$ cat src/rtl/ccff_pkg.sv
// Shared constants and FSM state encoding for the configuration-chain loader.
package ccff_pkg;

  localparam int unsigned CHAIN_LEN_DEFAULT = 64;
  localparam int unsigned WORD_W_DEFAULT    = 32;

  typedef logic [2:0] ccff_state_t;

  localparam ccff_state_t StIdle  = 3'd0;
  localparam ccff_state_t StLoad  = 3'd1;
  localparam ccff_state_t StShift = 3'd2;
  localparam ccff_state_t StDone  = 3'd3;
  localparam ccff_state_t StErr   = 3'd4;

endpackage

$ cat src/rtl/ccff_loader_if.sv
// Host configuration word stream (valid/ready) feeding the ccff loader.
interface ccff_loader_if
  import ccff_pkg::*;
#(
  parameter int unsigned WORD_W = WORD_W_DEFAULT
) ();

  logic              cfg_valid;
  logic              cfg_ready;
  logic [WORD_W-1:0] cfg_data;
  logic              cfg_last;

  modport master (
    output cfg_valid,
    output cfg_data,
    output cfg_last,
    input  cfg_ready
  );

  modport slave (
    input  cfg_valid,
    input  cfg_data,
    input  cfg_last,
    output cfg_ready
  );

endinterface

$ cat src/rtl/ccff_piso.sv
// Parallel-load, serial-out shift register; bit 0 leaves first, shifting right.
module ccff_piso #(
  parameter int unsigned WORD_W = 32
) (
  input  logic              prog_clk,
  input  logic              prog_reset,
  input  logic              load,
  input  logic              shift,
  input  logic [WORD_W-1:0] data,
  output logic              serial
);

  logic [WORD_W-1:0] sreg_q;

  always_ff @(posedge prog_clk or posedge prog_reset) begin
    if (prog_reset) begin
      sreg_q <= '0;
    end else if (load) begin
      sreg_q <= data;
    end else if (shift) begin
      sreg_q <= sreg_q >> 1;
    end
  end

  assign serial = sreg_q[0];

endmodule

$ cat src/rtl/ccff_loader.sv
// Streams host configuration words LSB-first into a CHAIN_LEN-long ccff chain,
// checking that the stream length exactly matches the chain.
module ccff_loader
  import ccff_pkg::*;
#(
  parameter int unsigned CHAIN_LEN = CHAIN_LEN_DEFAULT,
  parameter int unsigned WORD_W    = WORD_W_DEFAULT
) (
  input  logic         prog_clk,
  input  logic         prog_reset,
  input  logic         start,
  ccff_loader_if.slave cfg,
  output logic         ccff_head,
  output logic         ccff_shift_en,
  output logic         IO_ISOL_N,
  output logic         busy,
  output logic         done,
  output logic         error
);

  localparam int unsigned BitCntW  = $clog2(CHAIN_LEN + 1);
  localparam int unsigned WordCntW = $clog2(WORD_W + 1);
  localparam logic [BitCntW-1:0]  BitLast  = BitCntW'(CHAIN_LEN - 1);
  localparam logic [WordCntW-1:0] WordLast = WordCntW'(WORD_W - 1);

  ccff_state_t         state_q, state_d;
  logic [BitCntW-1:0]  bit_cnt_q, bit_cnt_d;
  logic [WordCntW-1:0] word_cnt_q, word_cnt_d;
  logic                last_q, last_d;
  logic                accept;
  logic                chain_full;
  logic                piso_out;

  assign accept     = (state_q == StLoad) && cfg.cfg_valid;
  // This shift is the one that makes the chain complete.
  assign chain_full = (bit_cnt_q == BitLast);

  always_comb begin
    state_d    = state_q;
    bit_cnt_d  = bit_cnt_q;
    word_cnt_d = word_cnt_q;
    last_d     = last_q;
    case (state_q)
      StIdle, StDone, StErr: begin
        if (start) begin
          state_d   = StLoad;
          bit_cnt_d = '0;
        end
      end
      StLoad: begin
        if (cfg.cfg_valid) begin
          state_d    = StShift;
          word_cnt_d = '0;
          last_d     = cfg.cfg_last;
        end
      end
      StShift: begin
        bit_cnt_d  = bit_cnt_q + BitCntW'(1);
        word_cnt_d = word_cnt_q + WordCntW'(1);
        if (chain_full) begin
          state_d = last_q ? StDone : StErr;
        end else if (word_cnt_q == WordLast) begin
          state_d = last_q ? StErr : StLoad;
        end
      end
      default: state_d = StIdle;
    endcase
  end

  always_ff @(posedge prog_clk or posedge prog_reset) begin
    if (prog_reset) begin
      state_q    <= StIdle;
      bit_cnt_q  <= '0;
      word_cnt_q <= '0;
      last_q     <= 1'b0;
    end else begin
      state_q    <= state_d;
      bit_cnt_q  <= bit_cnt_d;
      word_cnt_q <= word_cnt_d;
      last_q     <= last_d;
    end
  end

  ccff_piso #(
    .WORD_W(WORD_W)
  ) u_piso (
    .prog_clk  (prog_clk),
    .prog_reset(prog_reset),
    .load      (accept),
    .shift     (ccff_shift_en),
    .data      (cfg.cfg_data),
    .serial    (piso_out)
  );

  assign cfg.cfg_ready  = (state_q == StLoad);
  assign ccff_shift_en  = (state_q == StShift);
  assign ccff_head      = ccff_shift_en & piso_out;
  // I/O stays isolated until a complete, length-checked pass has landed.
  assign IO_ISOL_N      = (state_q == StDone);
  assign busy           = (state_q == StLoad) || (state_q == StShift);
  assign done           = (state_q == StDone);
  assign error          = (state_q == StErr);

endmodule

$ cat src/flat_wrapper.sv
// flat-port wrapper written by rule: the top's interface ports become plain ports
module ccff_loader_flat import ccff_pkg::*;
#(
  parameter int unsigned CHAIN_LEN = CHAIN_LEN_DEFAULT,
  parameter int unsigned WORD_W    = WORD_W_DEFAULT
)
  (prog_clk, prog_reset, start, ccff_head, ccff_shift_en, IO_ISOL_N, busy, done, error, cfg_cfg_valid, cfg_cfg_data, cfg_cfg_last, cfg_cfg_ready);
  ccff_loader_if #(.WORD_W(WORD_W)) cfg_i ();
  input  logic prog_clk;
  input  logic prog_reset;
  input  logic start;
  output logic ccff_head;
  output logic ccff_shift_en;
  output logic IO_ISOL_N;
  output logic busy;
  output logic done;
  output logic error;
  input wire logic [$bits(cfg_i.cfg_valid)-1:0] cfg_cfg_valid;
  input wire logic [$bits(cfg_i.cfg_data)-1:0] cfg_cfg_data;
  input wire logic [$bits(cfg_i.cfg_last)-1:0] cfg_cfg_last;
  output wire logic [$bits(cfg_i.cfg_ready)-1:0] cfg_cfg_ready;
  assign cfg_i.cfg_valid = cfg_cfg_valid;
  assign cfg_i.cfg_data = cfg_cfg_data;
  assign cfg_i.cfg_last = cfg_cfg_last;
  assign cfg_cfg_ready = cfg_i.cfg_ready;
  ccff_loader #(.CHAIN_LEN(CHAIN_LEN), .WORD_W(WORD_W)) u_core (.prog_clk(prog_clk), .prog_reset(prog_reset), .start(start), .cfg(cfg_i), .ccff_head(ccff_head), .ccff_shift_en(ccff_shift_en), .IO_ISOL_N(IO_ISOL_N), .busy(busy), .done(done), .error(error));
endmodule
$ cat config.mk
export PLATFORM = sky130hd
export DESIGN_NAME = ccff_loader_flat
export DESIGN_NICKNAME = d
export VERILOG_FILES = /design/src/rtl/ccff_pkg.sv /design/src/rtl/ccff_loader_if.sv /design/src/rtl/ccff_piso.sv /design/src/rtl/ccff_loader.sv /design/src/flat_wrapper.sv
export SDC_FILE = /design/constraint.sdc
export NUM_CORES = 1
export LEC_CHECK = 0
export ABC_AREA = 0
export CORE_MARGIN = 4
export CORE_UTILIZATION = 53
export CTS_BUF_LIST = sky130_fd_sc_hd__clkbuf_2 sky130_fd_sc_hd__clkbuf_4 sky130_fd_sc_hd__clkbuf_8
export DETAILED_ROUTE_END_ITERATION = 16
export HOLD_SLACK_MARGIN = 0.08
export PLACE_DENSITY = 0.8
export SLEW_MARGIN = 20
export SYNTH_ARGS = -nofsm -noshare
export SYNTH_HDL_FRONTEND = slang
export SYNTH_SLANG_ARGS = --single-unit
$ cat constraint.sdc
create_clock -name prog_clk -period 2.1 [get_ports prog_clk]
set_clock_uncertainty 0.1 [all_clocks]
set_input_delay 0.525 -clock prog_clk [delete_from_list [all_inputs] [get_ports prog_clk]]
set_output_delay 0.525 -clock prog_clk [all_outputs]
set_load 0.05 [all_outputs]
==> results summary <==
The die is 73.6 µm tall. The mapped cell area is 0.00228 mm². The worst-case IR drop observed on VDD is 0.000901 V.

After layout, the minimum clock period comes to 2.13 ns. The critical path starts at u_core.state_q[0]$_DFFE_PP0P_. The number of H-tree branching levels is 2. The library cell used most frequently in the layout, excluding fill and tap cells, is sky130_fd_sc_hd__nand2_1. The critical setup path kind is reg -> out. TritonCTS built the clock tree. The initial antenna violation count came out at 0. The post-synth net total came out at 277.

The leakage dissipation came out at 1.46 nW. The total number of vias is 1887. In this run the most critical hold path is launched from u_core.u_piso.sreg_q[28]$_DFFE_PP0P_. The highest achievable clock rate is 0.470 GHz. The arrival time of the worst setup path came out at 1.50 ns. The worst setup path is captured at a primary output. The global-route wire length before repair came out at 8050 µm.

The flow ran to the end, but the final reports show violations. The fraction of the cycle the final worst path needs came out at 1.01. The half-perimeter wire length after detailed placement came out at 3260 µm. The post-synthesis to final-layout area growth came out at 35.0%. The clock transition at the registers of the reported paths came out at 0.08 ns. The detail-routed via count per cell came out at 5.52. The maximum fanout along the worst path came out at 4. The utilization after layout is 0.753. In the final layout, flip-flops and latches occupy 0.00123 mm². The later pin in the worst-skew pair is clocked with a latency of 0.30 ns. In this run the tool buffered the top-level ports with 43 buffer cells. The initial core utilization is 0.558. The sequential area share after synthesis is 0.538. The data required time of the worst path is 1.47 ns. The antenna cell count is 0. In the layout the commonest cells are 74 x sky130_fd_sc_hd__nand2_1, 49 x sky130_fd_sc_hd__dfrtp_1, 36 x sky130_fd_sc_hd__clkdlybuf4s50_1, 31 x sky130_fd_sc_hd__a22oi_1, 14 x sky130_fd_sc_hd__buf_4.

The number of clock buffers added by TritonCTS is 5. The checks that failed: setup timing. The transition time at the pin with the least slew margin came out at 0.525 ns. In this design, the largest share of critical-path delay is due to simple AND/OR/NAND/NOR gates. The remaining antenna violation count is 0. Setup repair after global routing could not meet its margin everywhere. The final cell count without fillers is 342. For this run, the leading register cell type out of synthesis is sky130_fd_sc_hd__dfrtp_1. The area of combinational cells with multiple inputs came out at 960 µm². The number of global-route vias before repair was 1794. The max-slew violation count is 0. For this design the ratio of total power to cell area is 1370 mW/mm². The worst setup path is launched from a register. The count of endpoints failing hold in the final timing report is 0.

Clock tree synthesis selected as its root buffer the cell sky130_fd_sc_hd__clkbuf_8. The number of primary I/O pins is 44. The die outline width came out at 73.6 µm. The first-pass detailed-route iteration total is 4. The critical path goes through or3b_4 > inv_8 > and2_4 > buf_12. The minimum setup slack in the final design came out at -0.0274 ns. The post-placement setup slack came out at -0.0711 ns. The clock sink total is 49. The number of buffers between clock root and the deepest sink came out at 2. Among all stages on the critical path, the largest delay is contributed by sky130_fd_sc_hd__or3b_4.

The number of placed instances, taps included, is 330. For this run, the number of Yosys warnings is 0. The global-route total usage across every layer is 0.194.

For this block, the routed nets add up to 4950 µm of wire. The area inside the core boundary came out at 0.00409 mm². The number of cells produced by synthesis is 237. The startpoint of the worst-slack reg-to-reg timing path is u_core.state_q[0]$_DFFE_PP0P_.

The count of filler cells inserted in the layout came out at 276. Synthesis inferred 49 register bits. The global placement routability congestion came out at 0.769.

After synthesis, the netlist uses 37 different library cells. The setup violation total in the final timing report is 3. The layout cell share with drive strength beyond 1 is 0.154. The number of rows created at floorplan is 23.

The largest stage delay on the critical path came out at 0.46 ns. After the last flow step, the layout net total stands at 331. The number of buffers and inverters on the critical path came out at 2. Headroom to the max-slew limit came out at 0.649. The number of violations of the max-capacitance limit came out at 0. The maximum number of pins on one net before global-route repair is 50. The synthesized area per cell came out at 9.61 µm². The area enclosed by the die boundary came out at 0.00541 mm². In the synthesized netlist the async set-or-reset flop fraction comes to 1.00. The mean routed wirelength per cell is 14.5 µm. The total DRC errors in the routed layout is 0.

The DRC violation total after the first TritonRoute iteration came out at 176. The total grt overflow is 0. The path class of the tightest hold or removal check is reg -> reg. The number of enable flip-flop cells after synthesis came out at 0.
-- worst register-to-register path, cell delays in order, from the launching register on --
cell and delay (ns):
sky130_fd_sc_hd__dfrtp_1 0.39, sky130_fd_sc_hd__or3b_4 0.46, sky130_fd_sc_hd__inv_8 0.09, sky130_fd_sc_hd__buf_4 0.18, sky130_fd_sc_hd__buf_6 0.20, sky130_fd_sc_hd__nor2_4 0.08
sky130_fd_sc_hd__o21ai_0 0.25, sky130_fd_sc_hd__o21ai_1 0.09
-- area by class of cell --
| class | instances | share of cell area |
|---|---|---|
| multi-input combinational | 168 | 0.312 |
| clock inverter | 1 | 0.00976 |
| sequential | 49 | 0.399 |
| clock buffer | 7 | 0.0293 |
| timing repair buffer | 61 | 0.220 |
| tap | 50 | 0.0203 |
| inverter | 6 | 0.00976 |
-- registers in the layout, indices dropped and copies added, names as in the netlist --
| name | flops |
|---|---|
| u_core.u_piso.sreg_q | 32 |
| u_core.bit_cnt_q | 7 |
| u_core.word_cnt_q | 6 |
| u_core.state_q | 3 |
| u_core.last_q | 1 |
-- metrics by stage --
stage	power, mW	hold slack (ns)	instance area [µm²]	TNS (ns)
after floorplan	2.75	0.338	2280	-0.0000475
after global placement	3.38	0.351	2910	-0.723
after detailed placement	3.44	0.363	2910	-1.33
after CTS	4.21	0.384	3060	-0.0179
after global routing	4.52	0.408	3080	-0.169
final	4.23	0.381	3080	-0.0346
-- kinds of logic after synthesis --
group                      Yosys count  synth area share
and+or+nand+nor                     99             0.187
AOI/OAI and AO/OA                   63             0.193
DFF                                 49             0.538
buffers and inverters               20            0.0527
adders and majority gates            3            0.0165
muxes                                2           0.00934
xor gates and xnor gates             1           0.00384
-- path summary, 6_finish.rpt --
kind / slack (ns) / cells after the start / end
max: -0.03 / 4 / ccff_head
min: 0.38 / 2 / u_core.u_piso.sreg_q[28]$_DFFE_PP0P_
max reg2reg: 0.16 / 7 / u_core.word_cnt_q[2]$_DFFE_PP0P_
min reg2reg: 0.38 / 2 / u_core.u_piso.sreg_q[28]$_DFFE_PP0P_
max in group asynchronous: 1.20 / 3 / u_core.u_piso.sreg_q[2]$_DFFE_PP0P_
min in group asynchronous: 0.47 / 3 / u_core.bit_cnt_q[2]$_DFFE_PP0P_
-- cells in the mapped netlist (2+ instances only) --
cell type	instances	area (µm²)
sky130_fd_sc_hd__a22oi_1	31	233
sky130_fd_sc_hd__buf_6	2	22.5
sky130_fd_sc_hd__nor2_1	9	33.8
sky130_fd_sc_hd__o21ai_1	3	15.0
sky130_fd_sc_hd__a2bb2oi_1	2	17.5
sky130_fd_sc_hd__o21ai_0	14	70.1
sky130_fd_sc_hd__inv_1	5	18.8
sky130_fd_sc_hd__ha_1	3	37.5
sky130_fd_sc_hd__a22o_1	3	26.3
sky130_fd_sc_hd__nand3_1	4	20.0
sky130_fd_sc_hd__nand2b_1	2	12.5
sky130_fd_sc_hd__o22ai_1	2	12.5
sky130_fd_sc_hd__dfrtp_1	49	1230
sky130_fd_sc_hd__a21oi_1	2	10.0
sky130_fd_sc_hd__buf_2	7	35.0
sky130_fd_sc_hd__buf_4	5	37.5
sky130_fd_sc_hd__nand2_1	74	278
-- metal layers --
| layer | routed length (µm) | vias up | share of wire | track usage |
|---|---|---|---|---|
| li1 | - | 933 | - | - |
| met1 | 2320 | 895 | 0.47 | 0.263 |
| met2 | 2240 | 55 | 0.45 | 0.306 |
| met3 | 325 | 4 | 0.066 | 0.0465 |
| met4 | 57 | 0 | 0.012 | 0.0664 |
| met5 | 0 | - | 0 | 0 |
-- repair_timing --
action	CTS	global route
setup endpoints to repair	3	7
hold buffers	0	0
buffers inserted	4	0
pin swaps	2	0
resized for setup	3	3
-- where the power goes --
group	leakage [nW]	total, mW	switching [mW]	internal (mW)
Combinational	0.763	1.98	1.07	0.909
Sequential	0.631	1.54	0.228	1.31
Clock	0.0619	0.707	0.306	0.401
Total	1.46	4.23	1.61	2.62
Note: power is estimated with default switching activity, not from simulation.
